--- src/rtl/aes_pkg.sv ---
// rtl/aes_pkg.sv - shared AES types, GF(2^8) constant, xtime helper and FSM states
package aes_pkg;

  typedef logic [3:0][7:0] col_t;
  typedef logic [127:0]    state_t;

  localparam logic [7:0] GF_POLY = 8'h1B;

  typedef enum logic [1:0] {
    IDLE = 2'd0,
    BUSY = 2'd1,
    DONE = 2'd2
  } fsm_state_t;

  // Multiply by x in GF(2^8): shift left, fold the dropped bit 7 back via the polynomial
  function automatic logic [7:0] xtime(input logic [7:0] b);
    return {b[6:0], 1'b0} ^ (b[7] ? GF_POLY : 8'h00);
  endfunction

endpackage

--- src/rtl/inv_mix_one_column.sv ---
// rtl/inv_mix_one_column.sv - combinational InvMixColumns of a single 4-byte column
module inv_mix_one_column
  import aes_pkg::*;
(
  input  col_t col_in,
  output col_t col_out
);

  // Constant multiplies built from x, x^2, x^3 chains
  function automatic logic [7:0] mul9(input logic [7:0] b);
    logic [7:0] x3;
    x3 = xtime(xtime(xtime(b)));
    return x3 ^ b;
  endfunction

  function automatic logic [7:0] mulb(input logic [7:0] b);
    logic [7:0] x1, x3;
    x1 = xtime(b);
    x3 = xtime(xtime(x1));
    return x3 ^ x1 ^ b;
  endfunction

  function automatic logic [7:0] muld(input logic [7:0] b);
    logic [7:0] x2, x3;
    x2 = xtime(xtime(b));
    x3 = xtime(x2);
    return x3 ^ x2 ^ b;
  endfunction

  function automatic logic [7:0] mule(input logic [7:0] b);
    logic [7:0] x1, x2, x3;
    x1 = xtime(b);
    x2 = xtime(x1);
    x3 = xtime(x2);
    return x3 ^ x2 ^ x1;
  endfunction

  logic [7:0] a0, a1, a2, a3;

  // Row 0 is the most significant byte of the column
  always_comb begin
    a0 = col_in[3];
    a1 = col_in[2];
    a2 = col_in[1];
    a3 = col_in[0];
    col_out[3] = mule(a0) ^ mulb(a1) ^ muld(a2) ^ mul9(a3);
    col_out[2] = mul9(a0) ^ mule(a1) ^ mulb(a2) ^ muld(a3);
    col_out[1] = muld(a0) ^ mul9(a1) ^ mule(a2) ^ mulb(a3);
    col_out[0] = mulb(a0) ^ muld(a1) ^ mul9(a2) ^ mule(a3);
  end

endmodule

--- src/rtl/inv_mix_columns_iter.sv ---
// rtl/inv_mix_columns_iter.sv - iterative InvMixColumns, one column per cycle
module inv_mix_columns_iter
  import aes_pkg::*;
(
  input  logic         clk,
  input  logic         rst_n,
  input  logic         in_valid,
  output logic         in_ready,
  input  logic [127:0] in_state,
  output logic         out_valid,
  input  logic         out_ready,
  output logic [127:0] out_state,
  output logic         busy
);

  fsm_state_t fsm_q, fsm_d;
  logic [1:0] col_cnt;
  state_t     data_q;
  col_t       cur_col;
  col_t       mixed_col;

  // Column c lives at data_q[127-32c -: 32]
  always_comb begin
    cur_col = data_q[127:96];
    case (col_cnt)
      2'd0: cur_col = data_q[127:96];
      2'd1: cur_col = data_q[95:64];
      2'd2: cur_col = data_q[63:32];
      2'd3: cur_col = data_q[31:0];
      default: cur_col = data_q[127:96];
    endcase
  end

  inv_mix_one_column u_col (
    .col_in  (cur_col),
    .col_out (mixed_col)
  );

  // Next-state logic: accept in IDLE, four column steps in BUSY, hold in DONE until taken
  always_comb begin
    fsm_d = fsm_q;
    case (fsm_q)
      IDLE: if (in_valid) fsm_d = BUSY;
      BUSY: if (col_cnt == 2'd3) fsm_d = DONE;
      DONE: if (out_ready) fsm_d = IDLE;
      default: fsm_d = IDLE;
    endcase
  end

  // FSM state and column counter
  always_ff @(posedge clk or negedge rst_n) begin
    if (!rst_n) begin
      fsm_q   <= IDLE;
      col_cnt <= 2'd0;
    end else begin
      fsm_q <= fsm_d;
      if (fsm_q == IDLE) begin
        col_cnt <= 2'd0;
      end else if (fsm_q == BUSY) begin
        col_cnt <= col_cnt + 2'd1;
      end
    end
  end

  // State register: latch on accept, overwrite the current column while BUSY
  always_ff @(posedge clk or negedge rst_n) begin
    if (!rst_n) begin
      data_q <= '0;
    end else if (fsm_q == IDLE && in_valid) begin
      data_q <= in_state;
    end else if (fsm_q == BUSY) begin
      case (col_cnt)
        2'd0: data_q[127:96] <= mixed_col;
        2'd1: data_q[95:64]  <= mixed_col;
        2'd2: data_q[63:32]  <= mixed_col;
        2'd3: data_q[31:0]   <= mixed_col;
        default: data_q[127:96] <= mixed_col;
      endcase
    end
  end

  assign in_ready  = (fsm_q == IDLE);
  assign out_valid = (fsm_q == DONE);
  assign busy      = (fsm_q != IDLE);
  assign out_state = data_q;

endmodule

--- config.mk ---
export PLATFORM = sky130hd
export DESIGN_NAME = inv_mix_columns_iter
export DESIGN_NICKNAME = d
export VERILOG_FILES = /design/src/rtl/aes_pkg.sv /design/src/rtl/inv_mix_one_column.sv /design/src/rtl/inv_mix_columns_iter.sv
export SDC_FILE = /design/constraint.sdc
export NUM_CORES = 1
export LEC_CHECK = 0
export CELL_PAD_IN_SITES_DETAIL_PLACEMENT = 1
export CELL_PAD_IN_SITES_GLOBAL_PLACEMENT = 1
export CORE_ASPECT_RATIO = 0.6
export CORE_UTILIZATION = 40
export DETAILED_ROUTE_END_ITERATION = 8
export PLACE_DENSITY_LB_ADDON = 0.1
export SLEW_MARGIN = 20
export SYNTH_ARGS = -nofsm -noshare
export SYNTH_HDL_FRONTEND = slang
export SYNTH_SLANG_ARGS = --single-unit
export TNS_END_PERCENT = 5
--- constraint.sdc ---
create_clock -name clk -period 10.8 [get_ports clk]
set_clock_uncertainty 0.1 [all_clocks]
set_input_delay 2.7 -clock clk [delete_from_list [all_inputs] [get_ports clk]]
set_output_delay 2.7 -clock clk [all_outputs]
set_load 0.02 [all_outputs]
==> run metrics <==
run status=finished, final reports clean; placement row count=43; flip-flop and latch count after synthesis=roughly 130; slew of the pin with the lowest slew margin=approximately 1.2 ns; number of nets in the finished design=between 1,000 and 1,500; Hold Crit Class=register to register; maximum number of pins on one net before global-route repair=86; routed via count divided by cell count=between 5 and 6; Final min period=5.309 ns; die footprint=~25,000 sq um; initial antenna violation count=1; max layer used=met5; starting density of the core=0.4134; antenna-violating nets left=0; Cells after Synth=about 1,100; maximum level of the CTS H-tree=4; worst path required time=about 11 ns; clk root buf=sky130_fd_sc_hd__clkbuf_16; Synthesis Warnings=0; WL met2=18,210 um; final worst-path cycle share=0.4915; final core area utilization=0.5614; maximum count of clock buffers along a single path=2; clock sink total=around 130; Final setup viols=0; height of the chip=about 120 um; met3 routed wirelength=~4400 um; Post-Synthesis Cell Area=between 9000 and 10,000 sq um; RSZ-0062 raised after global routing=no; clock slew at the register clock pins of the worst setup and hold paths=roughly 0.070 ns; remaining design rule violation count=0; average wire per standard cell=around 26 um; detailed-placement wirelength estimate=roughly 32,000 um; number of gates resized after cts=0; Critical Path Sink Type=register; insertion delay of the later-clocked pin in the worst-skew pair=about 0.45 ns; total gr overflow=0; number of nets in the synthesized netlist=1,233; width of the chip=a little over 200 um; routed metal-1 wire length=~19,000 um; final hold violation count=0; TritonCTS buffer count=17; Setup Slack @ Placement=about 5.6 ns; area grow syn2layout=35.82%; total via count after detailed routing=roughly 9,800; startpoint kind of the worst setup timing path=register; max-cap viol count=0; number of unique standard cell types used by synthesis=29; final WL=about 43,000 um; register area share after synthesis=0.3406; Relative slew margins=0.1727; via count of the first global-routing pass=9,765; count of buffers added by post-CTS timing repair for setup=0; number of optimization iterations in the first detailed-route pass=6; clock tree from TritonCTS=yes; I/O Pins=263; Placer Congestion=0.9449; Setup Crit Path Kind=register to register; crit path max fanout=20; post-synthesis average cell area=about 8.8 sq um; fraction of layout instances using a drive strength above 1=0.05936; violation count after the first detailed-route iteration=approximately 1,100; number of diodes added for antenna fixing=0; core outline area=about 23,000 sq um; number of buffers inserted by port buffering=262; total global routing track utilization=0.3466; maximum operating frequency=between 150 and 200 MHz; Final Slew Violations=0; Post-Route Setup TNS=0 ns; WP data arrival=~5.5 ns; setup slack after layout=between 5 and 6 ns; wire length of the first global-routing pass=62,780 um; hold_buf cts=0; WHS=0.4447 ns
## synth_stat cells (all sizes together)
cell	count	area, sq um
mux2	1	11.26
a22oi	68	510.5
xnor3	12	270.3
nor2b	1	6.260
nor2	121	454.2
a31oi	16	100.1
xor2	82	718.2
and2	5	31.28
inv	7	26.27
xnor2	197	1767
nand2	86	322.8
a211oi	32	240.2
a21oi	63	322.8
dfrtp	132	3303
clkbuf	73	274.0
a21o	32	240.2
o21ai	85	425.4
ha	4	50.05
mux2i	11	110.1
nand2b	1	6.260
buf	36	186.4
a222oi	32	320.3
## cell usage in the layout (no fill, tap or decap), drive strengths merged, types with 34 or more instances in the layout
cell / instances
a21oi: 63
xor2: 82
clkdlybuf4s50: 261
o21ai: 85
buf: 34
xnor2: 197
a22oi: 68
nand2: 86
nor2: 121
dfrtp: 132
## cells by family (layout without fill, tap and decap cells)
kind of cell,after synthesis,after routing,synth area share
buf+inv,116,333,0.05019
simple gates,214,214,0.08465
compound gates,328,328,0.2227
flops,132,132,0.3406
xor+xnor,291,291,0.2841
mux,12,12,0.01252
fa+ha+maj,4,4,0.005161
## registers in the layout, summed over array words and instances (netlist names)
signal,flops
fsm_q,2
col_cnt,2
out_state,128
## cell type report
| type | instances | area (sq um) |
|---|---|---|
| timing repair buffer | 296 | 2883 |
| clock buffer | 18 | 439.2 |
| fill | 2696 | 10290 |
| multi-input combinational | 849 | 5919 |
| clock inverter | 12 | 203.9 |
| inverter | 7 | 27.53 |
| tap | 315 | 394.1 |
| sequential | 132 | 3303 |
## layer usage
| metal | vias up | track usage |
|---|---|---|
| li1 | 4192 | - |
| met5 | - | 0 |
| met4 | 2 | 0.09492 |
| met1 | 4964 | 0.5007 |
| met3 | 70 | 0.09214 |
| met2 | 524 | 0.5068 |
## worst max-delay path, cell delays in order, from the launching register on
cell and delay (ns):
sky130_fd_sc_hd__dfrtp_1 0.40, sky130_fd_sc_hd__inv_1 0.13, sky130_fd_sc_hd__ha_1 0.82, sky130_fd_sc_hd__buf_4 0.44
sky130_fd_sc_hd__a222oi_1 0.13, sky130_fd_sc_hd__buf_4 0.21, sky130_fd_sc_hd__xor2_1 0.28, sky130_fd_sc_hd__xnor3_1 0.45
sky130_fd_sc_hd__o21ai_1 0.54, sky130_fd_sc_hd__xnor3_1 0.56, sky130_fd_sc_hd__xnor2_2 0.17, sky130_fd_sc_hd__xnor2_1 0.73
sky130_fd_sc_hd__o21ai_1 0.16
## path summary, 6_finish.rpt
kind / from / end / slack, ns / depth (start not counted)
worst max register to register: col_cnt[0] / out_state[116] / 5.49 / 12
worst min register to register: out_state[69] / out_state[69] / 0.44 / 2
worst min-delay path: out_state[69] / out_state[69] / 0.44 / 2
max in group asynchronous: rst_n / out_state[78] / 7.05 / 2
worst max-delay path: col_cnt[0] / out_state[116] / 5.49 / 12
min in group asynchronous: rst_n / out_state[68] / 2.17 / 1
## stage by stage
| step | cells | cell area, sq um |
|---|---|---|
| finish | 1629 | 13170 |
| global route | 1629 | 13170 |
| CTS | 1629 | 13170 |
| detailed placement | 1599 | 12520 |
| global placement | 1598 | 12510 |
| floorplan | 1097 | 9697 |
Power is not shown: default switching activity piles up to over one toggle a cycle in this logic, so the estimate is an artifact.
